**src/rtl/multi_player_renderer_pkg.sv**
```systemverilog
// Shared definitions for the multi-player sprite renderer.
//   state_t        : renderer FSM states
//   ERASE_COLOUR   : colour written when a sprite or the screen is wiped
//   player_colour  : colour of player idx (idx + 1, so player 0 never draws black)
package multi_player_renderer_pkg;

  typedef enum logic [2:0] {
    ST_CLEAR,
    ST_INIT,
    ST_IDLE,
    ST_ERASE,
    ST_UPDATE,
    ST_DRAW
  } state_t;

  localparam logic [2:0] ERASE_COLOUR = 3'b000;

  function automatic logic [2:0] player_colour(input logic [2:0] idx);
    return idx + 3'd1;
  endfunction

endpackage

```
**src/rtl/multi_player_renderer_frame_tick.sv**
```systemverilog
// Frame-rate divider for the renderer.
//   clk    : system clock
//   resetn : asynchronous active-low reset, clears the divider
//   tick   : one-cycle pulse every FRAME_DIV clk cycles
module frame_tick #(
  parameter int FRAME_DIV = 833334
) (
  input  logic clk,
  input  logic resetn,
  output logic tick
);

  localparam int CW = (FRAME_DIV > 1) ? $clog2(FRAME_DIV) : 1;
  localparam logic [CW-1:0] LAST = CW'(FRAME_DIV - 1);

  logic [CW-1:0] cnt;

  // Free-running modulo-FRAME_DIV counter; tick marks its final count.
  always_ff @(posedge clk or negedge resetn) begin
    if (!resetn) begin
      cnt <= '0;
    end else if (cnt == LAST) begin
      cnt <= '0;
    end else begin
      cnt <= cnt + 1'b1;
    end
  end

  assign tick = (cnt == LAST);

endmodule

```
**src/rtl/multi_player_renderer.sv**
```systemverilog
// Multi-player sprite renderer: clears the screen, places each player's
// sprite on its own row band, then on every frame tick erases, moves and
// redraws each player in turn, emitting one pixel write per cycle.
//   clk, resetn         : clock and asynchronous active-low reset
//   restart_n           : synchronous active-low game restart
//   dir, hold           : per-player direction (1 = right) and freeze
//   x, y, colour, plot  : registered pixel-write port (zeroed when plot = 0)
//   score               : packed per-player move counters (saturating)
//   busy, overrun       : FSM not idle; sticky "tick arrived while busy"
module multi_player_renderer
  import multi_player_renderer_pkg::*;
#(
  parameter int N_PLAYERS = 2,
  parameter int SPR_W     = 2,
  parameter int SPR_H     = 2,
  parameter int SCR_W     = 160,
  parameter int SCR_H     = 120,
  parameter int FRAME_DIV = 833334,
  parameter int SCORE_W   = 10
) (
  input  logic                         clk,
  input  logic                         resetn,
  input  logic                         restart_n,
  input  logic [N_PLAYERS-1:0]         dir,
  input  logic [N_PLAYERS-1:0]         hold,
  output logic [7:0]                   x,
  output logic [7:0]                   y,
  output logic [2:0]                   colour,
  output logic                         plot,
  output logic [N_PLAYERS*SCORE_W-1:0] score,
  output logic                         busy,
  output logic                         overrun
);

  localparam int PW = (N_PLAYERS > 1) ? $clog2(N_PLAYERS) : 1;
  localparam logic [PW-1:0]      LAST_P     = PW'(N_PLAYERS - 1);
  localparam logic [7:0]         SCR_W_LAST = 8'(SCR_W - 1);
  localparam logic [7:0]         SCR_H_LAST = 8'(SCR_H - 1);
  localparam logic [7:0]         SPR_W_LAST = 8'(SPR_W - 1);
  localparam logic [7:0]         SPR_H_LAST = 8'(SPR_H - 1);
  localparam logic [7:0]         X_MAX      = 8'(SCR_W - SPR_W);
  localparam logic [SCORE_W-1:0] SCORE_MAX  = '1;

  state_t             state, state_next;
  logic [PW-1:0]      p, p_next;
  logic [7:0]         col, row, col_next, row_next;
  logic [7:0]         pos_x   [N_PLAYERS];
  logic [SCORE_W-1:0] score_q [N_PLAYERS];
  logic               tick;
  logic               wr_en;
  logic [7:0]         wr_x, wr_y;
  logic [2:0]         wr_colour;
  logic               spr_last;
  logic [7:0]         spr_col_next, spr_row_next;
  logic [7:0]         cur_x, cur_y;
  logic               moved;
  logic [7:0]         new_x;

  frame_tick #(.FRAME_DIV(FRAME_DIV)) u_frame_tick (
    .clk    (clk),
    .resetn (resetn),
    .tick   (tick)
  );

  // Players only move horizontally, so each one's row band is fixed by index.
  function automatic logic [7:0] home_row(input logic [PW-1:0] idx);
    return 8'(SCR_H - (int'(idx) + 1) * (SPR_H + 2));
  endfunction

  assign cur_x = pos_x[p];
  assign cur_y = home_row(p);
  assign busy  = (state != ST_IDLE);

  for (genvar i = 0; i < N_PLAYERS; i++) begin : g_score
    assign score[i*SCORE_W +: SCORE_W] = score_q[i];
  end

  // Row-major walk over the sprite box; spr_last flags its final pixel.
  always_comb begin
    spr_last     = (col == SPR_W_LAST) && (row == SPR_H_LAST);
    spr_col_next = col + 8'd1;
    spr_row_next = row;
    if (col == SPR_W_LAST) begin
      spr_col_next = '0;
      spr_row_next = spr_last ? 8'd0 : row + 8'd1;
    end
  end

  // Movement rule for the current player; only committed in UPDATE.
  always_comb begin
    moved = 1'b0;
    new_x = cur_x;
    if (!hold[p]) begin
      if (dir[p] && (cur_x < X_MAX)) begin
        new_x = cur_x + 8'd1;
        moved = 1'b1;
      end else if (!dir[p] && (cur_x != 8'd0)) begin
        new_x = cur_x - 8'd1;
        moved = 1'b1;
      end
    end
  end

  // State, player index and pixel counters.
  always_ff @(posedge clk or negedge resetn) begin
    if (!resetn) begin
      state <= ST_CLEAR;
      p     <= '0;
      col   <= '0;
      row   <= '0;
    end else begin
      state <= state_next;
      p     <= p_next;
      col   <= col_next;
      row   <= row_next;
    end
  end

  // Next state plus the pixel write this cycle produces; restart overrides all.
  always_comb begin
    state_next = state;
    p_next     = p;
    col_next   = col;
    row_next   = row;
    wr_en      = 1'b0;
    wr_x       = '0;
    wr_y       = '0;
    wr_colour  = ERASE_COLOUR;
    case (state)
      ST_CLEAR: begin
        wr_en = 1'b1;
        wr_x  = col;
        wr_y  = row;
        if (col == SCR_W_LAST) begin
          col_next = '0;
          if (row == SCR_H_LAST) begin
            row_next   = '0;
            p_next     = '0;
            state_next = ST_INIT;
          end else begin
            row_next = row + 8'd1;
          end
        end else begin
          col_next = col + 8'd1;
        end
      end
      ST_INIT: begin
        wr_en     = 1'b1;
        wr_x      = col;
        wr_y      = cur_y + row;
        wr_colour = player_colour(3'(p));
        col_next  = spr_col_next;
        row_next  = spr_row_next;
        if (spr_last) begin
          if (p == LAST_P) begin
            p_next     = '0;
            state_next = ST_IDLE;
          end else begin
            p_next = p + 1'b1;
          end
        end
      end
      ST_IDLE: begin
        if (tick) begin
          p_next     = '0;
          state_next = ST_ERASE;
        end
      end
      ST_ERASE: begin
        wr_en    = 1'b1;
        wr_x     = cur_x + col;
        wr_y     = cur_y + row;
        col_next = spr_col_next;
        row_next = spr_row_next;
        if (spr_last) state_next = ST_UPDATE;
      end
      ST_UPDATE: begin
        state_next = ST_DRAW;
      end
      ST_DRAW: begin
        wr_en     = 1'b1;
        wr_x      = cur_x + col;
        wr_y      = cur_y + row;
        wr_colour = player_colour(3'(p));
        col_next  = spr_col_next;
        row_next  = spr_row_next;
        if (spr_last) begin
          if (p == LAST_P) begin
            p_next     = '0;
            state_next = ST_IDLE;
          end else begin
            p_next     = p + 1'b1;
            state_next = ST_ERASE;
          end
        end
      end
      default: begin
        state_next = ST_CLEAR;
      end
    endcase
    if (!restart_n) begin
      state_next = ST_CLEAR;
      p_next     = '0;
      col_next   = '0;
      row_next   = '0;
      wr_en      = 1'b0;
    end
  end

  // Registered pixel port, player positions, scores and the overrun flag.
  always_ff @(posedge clk or negedge resetn) begin
    if (!resetn) begin
      plot    <= 1'b0;
      x       <= '0;
      y       <= '0;
      colour  <= ERASE_COLOUR;
      overrun <= 1'b0;
      for (int i = 0; i < N_PLAYERS; i++) begin
        pos_x[i]   <= '0;
        score_q[i] <= '0;
      end
    end else begin
      plot   <= wr_en;
      x      <= wr_en ? wr_x : 8'd0;
      y      <= wr_en ? wr_y : 8'd0;
      colour <= wr_en ? wr_colour : ERASE_COLOUR;
      if (!restart_n) begin
        overrun <= 1'b0;
        for (int i = 0; i < N_PLAYERS; i++) begin
          score_q[i] <= '0;
        end
      end else begin
        if (tick && (state != ST_IDLE)) overrun <= 1'b1;
        if (state == ST_INIT) pos_x[p] <= '0;
        if ((state == ST_UPDATE) && moved) begin
          pos_x[p] <= new_x;
          if (score_q[p] != SCORE_MAX) score_q[p] <= score_q[p] + 1'b1;
        end
      end
    end
  end

endmodule

```
**config.mk**
```make
export PLATFORM = sky130hd
export DESIGN_NAME = multi_player_renderer
export DESIGN_NICKNAME = d
export VERILOG_FILES = /design/src/rtl/multi_player_renderer_pkg.sv /design/src/rtl/multi_player_renderer_frame_tick.sv /design/src/rtl/multi_player_renderer.sv
export SDC_FILE = /design/constraint.sdc
export NUM_CORES = 1
export LEC_CHECK = 0
export ABC_AREA = 1
export CAP_MARGIN = 10
export CORE_MARGIN = 3
export CORE_UTILIZATION = 57
export CTS_BUF_LIST = sky130_fd_sc_hd__clkbuf_4 sky130_fd_sc_hd__clkbuf_8 sky130_fd_sc_hd__clkbuf_16
export DETAILED_ROUTE_END_ITERATION = 8
export DONT_BUFFER_PORTS = 1
export PLACE_DENSITY = 0.78
export RECOVER_POWER = 50
export SETUP_SLACK_MARGIN = 0.4
export SLEW_MARGIN = 0
export SYNTH_ARGS = -nofsm -noshare
export SYNTH_HDL_FRONTEND = slang
export SYNTH_SLANG_ARGS = --single-unit
```
**constraint.sdc**
```tcl
create_clock -name clk -period 2.69 [get_ports clk]
set_input_delay 0.4035 -clock clk [delete_from_list [all_inputs] [get_ports clk]]
set_output_delay 0.4035 -clock clk [all_outputs]
set_load 0.01 [all_outputs]
```
# Yosys cells after proc, flatten, opt, wreduce, memory -nomap -nowiden
# Index checks and enable logic that the tools add are counted.
# totals
latch_bits	0
in_bits	7
ff_bits	97
elab_cells	143
ram_bits	0
romBits	0
output_inout_bits	42
memories	0
# op_classes
n_eq_ne	26
div_mod_pow	0
add_sub_neg	12
mux	66
shifts	0
n_mul	0
n_lt_le_gt_ge	4
n_reduce_logical	18
bitwise	3
# op_table
op	count
$mux W8	17
$mux W20	4
$pmux W8 S2	4
$mux W16	3
$mux W10	4
$mux W3	9
$add A8 B1 Y8 const B	3
$ne A3 B3 Y1 const B	7
$add A20 B1 Y20 const B	1
$bwmux W20	1
$eq A20 B20 Y1 const B	1
$mux W1	18
$pmux W3 S6	1
$add A8 B8 Y8	2
$and A16 B16 Y16	1
$bwmux W16	1
$eq A8 B1 Y1 const B	2
$not A16 Y16	1
$ne A3 B2 Y1 const B	4
$add A10 B1 Y10 const B	1
$demux W10 S1	1
$ne A10 B10 Y1 const B	1
$demux W8 S1	1
$eq A8 B7 Y1 const B	1
28 further kinds	40

# Longest topological paths before layout
# Gate-level depths: netlist of run 1.
# depth
ltp_word	12
mapped_depth	19

# Cells and area by module
# A second synthesis of run 1 with hierarchy kept.
# hier_totals
cells_unflattened	873
hier_area_um2	6199.7
# modules_own_cells
module	area_each_um2	cells_each	instances	seq_area_each_um2
multi_player_renderer	5013.6	715	1	1901.8
frame_tick	1186.1	158	1	500.5

# Worst setup path after synthesis of run 1
# OpenSTA, ideal clock, no wires.
# synth_path
kind	register -> register
startpoint	register p
endpoint	register x[6]
setup_time_ns	0.078
required_ns	2.612
path_stages_with_launch	16
setup_slack_ns	0.316
arrival_time_ns	2.296
n_path_buf	2
path_cell_list	dfrtp_1 -> inv_2 -> buf_6 -> buf_6 -> nand2_1 -> nand2_2 -> ha_1 -> fa_1 -> a21oi_1 -> o21ai_0 -> nand2_1 -> nand2_1 -> a21oi_1 -> and2_1 -> o21ai_0 -> a21oi_1
# synth_via
elab_chain_cells	7
# synth_lines
element	line	rtl
from (decl)	multi_player_renderer.sv:45	logic [PW-1:0] p, p_next;
from (signal assigned)	multi_player_renderer.sv:113	p <= p_next;
$not A1 Y2 (not written as such)	multi_player_renderer.sv:70	assign cur_x = pos_x[p];
$mux W8 (not written as such) (3 in series)	multi_player_renderer.sv:70	
$add A8 B8 Y8	multi_player_renderer.sv:171, multi_player_renderer.sv:182	
$pmux W8 S2	multi_player_renderer.sv:129	case (state)
$mux W8	multi_player_renderer.sv:224	x <= wr_en ? wr_x : 8'd0;
to (signal assigned)	multi_player_renderer.sv:224	
to (decl)	multi_player_renderer.sv:26	output logic [7:0] x,
# Every way passes these cells. The select of a mux whose other input is x is not followed.
# A chain may end at the register's enable or synchronous reset.

# Worst setup path in the final report of run 1
# layout_path
startpoint	register p
endpoint	register score_q, in the netlist score[15]
# layout_via
elab_chain_cells	12
word_cells_on_any_way	34
# layout_lines
element	line	rtl
parallel branches: the longest is 12 deep, another holds $lt A8 B8 Y1	--	
to (signal, indexed assignment)	multi_player_renderer.sv:220	score_q[i] <= '0;
to (signal, indexed assignment)	multi_player_renderer.sv:230	score_q[i] <= '0;
to (decl)	multi_player_renderer.sv:48	logic [SCORE_W-1:0] score_q [N_PLAYERS];
# Parallel ways; which one is timed is not known. The select of a mux whose other input is x is not followed.

==> out/results.ini, run 1 <==
[worst_setup_path]
cp_common_cell=nand2_8
crit_chain=inv_4, buf_12, nand2_1, nand2_2, nand2_4, a21oi_4, nand2_8, nand2_8, nand3_4, nand2_8, nand3_4, nand2_2, nand2_1
worst-path-buf-inv=2
cpPeakStageDelay_ps=500
worstPathArrival_ps=2580
cp-start-kind=flip-flop
endpoint_kind=flip-flop
cp_slowest_cell=dfrtp_2
crit_family=simple AND/OR/NAND/NOR gates
path_class=flip-flop to flip-flop
crit_fanout=11
cp.required_ps=2950

[clock_network]
cts_root_buffer=clkbuf_8
cts_sinks=96
worst_skew_pair.late_latency_ps=370
clkTransAtPathRegs_ps=100
clock_path_buffers=2
cts_buffers=9
cts.htree.levels=3
cts_tree=done

[grt]
track_usage_pct=25.2
grt_pass1_vias=5401
grt_max_degree=97
grt_pass1_wl_mm=26.0
gr-total-overflow=0
grt_antenna_before_repair=0

[place]
io_buffers=0
placed_area_sq_mm=0.00641
gp_congestion=0.936
place_ws_ps=122
dp.final_hpwl_mm=10.8

[routing]
drt_first_pass_iters=5
wire_per_inst_um=16.5
vias_per_cell=5.81
first_iter_violations=641
wl_mm=17.0
ant_nets=0
drc=0
vias=5996

[flow_run]
maxCapViolations=0

[floorplan]
die_w_um=111
row_count=37
die_h_um=111
dieArea_sq_mm=0.0123
start_util_pct=59.8
core-area_sq_mm=0.0105
ios=49

[power]
vdd_drop_max_mv=0.371
p_per_area_mw_per_mm2=705
leakage_nw=3.71

[timing]
clock_skew_ps=8.14
hold_slack_ps=-285
final.setup.worst_slack_ps=371
hold_violations=96
max_freq_mhz=431
period_needed_ps=2320
setup_violations=0
worst_pin_slew_ps=792
rsz0062_at_grt=yes
drv_slew=0
period_share_pct=86.2
relSlewSlack_pct=47.2
final.setup.tns_ps=0

[cells_and_area]
seq_area_sq_mm=0.00240
multi_input_area_sq_mm=0.00374
drive_gt1_share_pct=18.6
fill_cells=810
n_antenna_cell=0
syn2layout_area_growth_pct=16.6
layout.nets=921
design_area_sq_mm=0.00733

[synthesis]
syn_area_per_cell_sq_um=7.38
synth_nets=882
synth.ff_latch_count=96
yosysSeqAreaShare_pct=38.2
synth_area_leader_cell=dfrtp_1
synth.yosys.warnings=0
synth_cell_types=51
yosysTopAreaCellShare_pct=38.2
mappedNetlistArea_sq_mm=0.00629
postSynthCellCount=852
synth_area_leaders=dfrtp_1 (38%), nand2_1 (14%), inv_1 (6.6%), nand3_1 (6.2%), ha_1 (4.4%)

[run_status]
violations=negative hold slack
status=complete, but fails checks

[hold_path]
holdCritPathClass=primary input to async pin

flip-flops by register name (all words and copies together) (netlist names):
register,flops
score,20
u_frame_tick.cnt,20
pos_x,16
col,8
row,8
x,8
y,8
state,3
colour,2
overrun,1
p,1
plot,1
cell families (layout without fill, tap and decap cells):
logic type	after synthesis	in the layout	share of synthesized area, %
adders and majority gates	23	23	4.70
AOI/OAI and AO/OA	117	120	10.6
other	1	1	0.0597
buffers and inverters	133	172	8.92
and+or+nand+nor	460	462	34.4
DFF	96	96	38.2
xor gates and xnor gates	21	21	2.93
muxes	1	1	0.159
per-layer routing:
metal | part of all wire, % | GRT usage, %
met2 | 49 | 41.9
met5 | 0 | 0
met4 | 2.4 | 7.54
met3 | 6.3 | 4.26
met1 | 43 | 34.1
cell usage after synthesis, drive strengths merged:
cell     count
nor3        21
and2         1
xnor2        4
mux2i        1
a31oi        3
inv        114
nand3       83
nor3b        1
o22ai        8
or2          8
clkbuf       5
o211ai       2
o2111ai      1
nor2        60
dfrtp       96
ha          22
and3         2
xor2        17
a21o         3
a221oi       1
o21ai       46
conb         1
nor4         6
nand2      255
nand3b       5
o21bai       1
o21a         4
nand4       18
fa           1
clkinv       1
o221ai       1
buf         13
a21oi       47
final cells by class:
| class | count | share of cell area [%] |
|---|---|---|
| multi-input cells | 628 | 51.0 |
| flip-flops and latches | 96 | 32.8 |
| inverters | 115 | 5.96 |
| repair buffers | 41 | 4.91 |
| well taps | 136 | 2.32 |
| clock buffers | 12 | 2.00 |
| clock inverters | 4 | 1.04 |
cell usage in the layout, fill, tap and decap left out, types with 7 or more instances in the layout:
cell type / synthesis / routed
buf_4: 1 / 34
ha_1: 22 / 17
clkbuf_8: 0 / 9
nand2_4: 6 / 13
nor3_1: 20 / 19
nand2_1: 239 / 218
o21ai_1: 8 / 9
nor2_2: 2 / 8
nand2_2: 10 / 21
dfrtp_1: 96 / 95
inv_1: 110 / 105
nand4_1: 15 / 15
o21ai_0: 36 / 31
a21oi_1: 46 / 41
nand3_1: 78 / 67
nand3_2: 1 / 12
nor2_1: 57 / 49
inv_2: 4 / 7
xor2_1: 17 / 17
o22ai_1: 8 / 8
stage by stage:
stage	power [W]	util [%]	std cells
final	0.00517	69.8	1032
after detailed placement	0.00356	61.0	980
after global placement	0.00351	61.0	980
after floorplan	0.00317	-	852
after CTS	0.00469	64.4	1003
after global routing	0.00547	69.8	1032
what timing repair did:
| item | 4_1_cts | 5_1_grt |
|---|---|---|
| cloned | 3 | 3 |
| pin swaps | 2 | 31 |
| gates resized for setup | 15 | 83 |
| setup buffers | 4 | 26 |
| hold endpoints to repair | 96 | 96 |
| setup endpoints to repair | 38 | 54 |
report_power, final:
| group | internal, W | switching (W) |
|---|---|---|
| logic | 0.000815 | 0.00147 |
| registers | 0.00160 | 0.000193 |
| clock network | 0.000560 | 0.000527 |
worst paths after layout:
kind                                startpoint                  end  slack, ps  depth (start not counted)
min in group clk                     restart_n              overrun        150                          1
min reg2reg                u_frame_tick.cnt[0]  u_frame_tick.cnt[0]        500                          1
min                                     resetn  u_frame_tick.cnt[9]       -280                          0
max reg2reg                                  p            score[15]        370                         13
max                                          p            score[15]        370                         13
max in group asynchronous               resetn                    p       2810                          0
No activity file was read; power rests on OpenSTA's default activity.
==> run 2: changes to the inputs <==
- RECOVER_POWER: 50 -> 100
==> run 2 against run 1 <==
The run still ends with negative hold slack left. Sequential share of layout area rose by 0.061 points. Via count rose by 0.22%. Global-route usage did not move. Core utilization fell by 0.17 points. First-iteration DRC count rose by 2.0%. Setup slack got worse by 110 ps. Non-clock buffer count did not move. Flip-flop and latch count did not move. Critical path type unchanged. Largest cell class unchanged. Largest power group unchanged.
==> out/results.ini, run 2 (synthesis results as in run 1) <==
[clock_network]
clkTransAtPathRegs_ps=100
cts_sinks=96
cts_buffers=9
cts_root_buffer=clkbuf_8
clock_path_buffers=2
cts_tree=done
worst_skew_pair.late_latency_ps=370
cts.htree.levels=3

[timing]
period_share_pct=90.1
hold_slack_ps=-284
hold_violations=96
final.setup.tns_ps=0
clock_skew_ps=7.67
setup_violations=0
max_freq_mhz=413
worst_pin_slew_ps=805
period_needed_ps=2420
rsz0062_at_grt=yes
relSlewSlack_pct=46.3
drv_slew=0

[floorplan]
start_util_pct=59.8
row_count=37
ios=49
die_h_um=111
die_w_um=111
dieArea_sq_mm=0.0123
core-area_sq_mm=0.0105

[run_status]
status=complete, but fails checks
violations=negative hold slack

[worst_setup_path]
crit_fanout=8
crit_chain=buf_6, buf_6, nand2_1, nand2_2, nand2_4, a21oi_4, nand2_8, nand2_8, nand4_1, nand2_1, nand2_1, nand2_1, nand2_1
crit_family=simple AND/OR/NAND/NOR gates
cp_slowest_cell=dfrtp_1
worstPathArrival_ps=2680
cp_common_cell=nand2_1
cpPeakStageDelay_ps=590
critPathLaunch=p
r2r_start=p
worst-path-buf-inv=2
cp-start-kind=flip-flop
endpoint_kind=flip-flop
path_class=flip-flop to flip-flop
cp.required_ps=2950

[power]
vdd_drop_max_mv=0.368
p_per_area_mw_per_mm2=703
leakage_nw=3.69
power_w=0.00514

[cells_and_area]
syn2layout_area_growth_pct=16.4
fill_cells=813
design_area_sq_mm=0.00731
seq_area_sq_mm=0.00240
layout.nets=921
final_common_cell=nand2_1
n_antenna_cell=0
drive_gt1_share_pct=18.1
multi_input_area_sq_mm=0.00373
final_cell_mix=nand2_1 (219), inv_1 (105), dfrtp_1 (96)

[grt]
gr-total-overflow=0
grt_antenna_before_repair=0
track_usage_pct=25.2
grt_pass1_vias=5401
grt_pass1_wl_mm=26.0
grt_max_degree=97

[place]
gp_congestion=0.936
placed_area_sq_mm=0.00641
io_buffers=0
dp.final_hpwl_mm=10.8

[hold_path]
holdCritPathClass=primary input to async pin

[routing]
wl_mm=16.9
drt_first_pass_iters=6
wire_per_inst_um=16.4
drc=0
first_iter_violations=654
vias=6009
ant_nets=0
vias_per_cell=5.82

[flow_run]
maxCapViolations=0

==> run 2: cell count changes in the layout (fill, tap and decap cells not counted), sizes merged <==
cell,change
buf,-2
clkbuf,+2
==> run 2: power by group <==
group / internal [W] / total [W] / leakage (nW) / switching, W
registers: 0.00160 / 0.00180 / 1.31 / 0.000193
clock network: 0.000560 / 0.00108 / 0.111 / 0.000524
logic: 0.000809 / 0.00227 / 2.27 / 0.00146
==> run 2: metrics by stage <==
stage          std cells  util [%]  setup slack [ps]
2_1_floorplan        852         -               436
3_3_place_gp         980      61.0               184
3_5_place_dp         980      61.0               122
4_1_cts             1003      64.4               400
5_1_grt             1032      69.6               168
6_report            1032      69.6               266
==> run 2: per-layer routing <==
metal	routed length [um]	vias up	share of wire, %	global-route usage (%)
met1	7160	2838	42	34.1
li1	-	2862	-	-
met3	1150	46	6.8	4.26
met4	402	0	2.4	7.54
met5	0	-	0	0
met2	8220	263	49	41.9
==> run 2: layout make-up <==
class | count | area share (%)
clock buffers | 12 | 2.00
clock inverters | 4 | 1.04
inverters | 115 | 5.97
multi-input cells | 628 | 51.0
flip-flops and latches | 96 | 32.8
well taps | 136 | 2.33
repair buffers | 41 | 4.82
==> run 2: path summary, 6_finish.rpt <==
check	slack, ps	to	depth (start not counted)
min in group clk	150	overrun	1
setup reg to reg	270	pos_x[1]	13
hold reg to reg	500	u_frame_tick.cnt[0]	1
max in group asynchronous	2810	pos_x[1]	0
hold / removal	-280	u_frame_tick.cnt[9]	0
setup / recovery	270	pos_x[1]	13
==> run 2: worst reg2reg max path: stages, from the launching register on <==
cell	delay [ps]
dfrtp_1	590
buf_6	190
buf_6	110
nand2_1	60
nand2_2	100
nand2_4	80
a21oi_4	240
nand2_8	120
nand2_8	110
nand4_1	270
nand2_1	170
nand2_1	130
nand2_1	90
nand2_1	60
==> run 2: timing repair <==
item                                    in CTS  in global routing
setup buffers                                4                 26
endpoints found under the setup margin      38                 54
pin swaps                                    2                 31
gates resized for setup                     15                 83
cloned                                       3                  3
endpoints found under the hold margin       96                 96
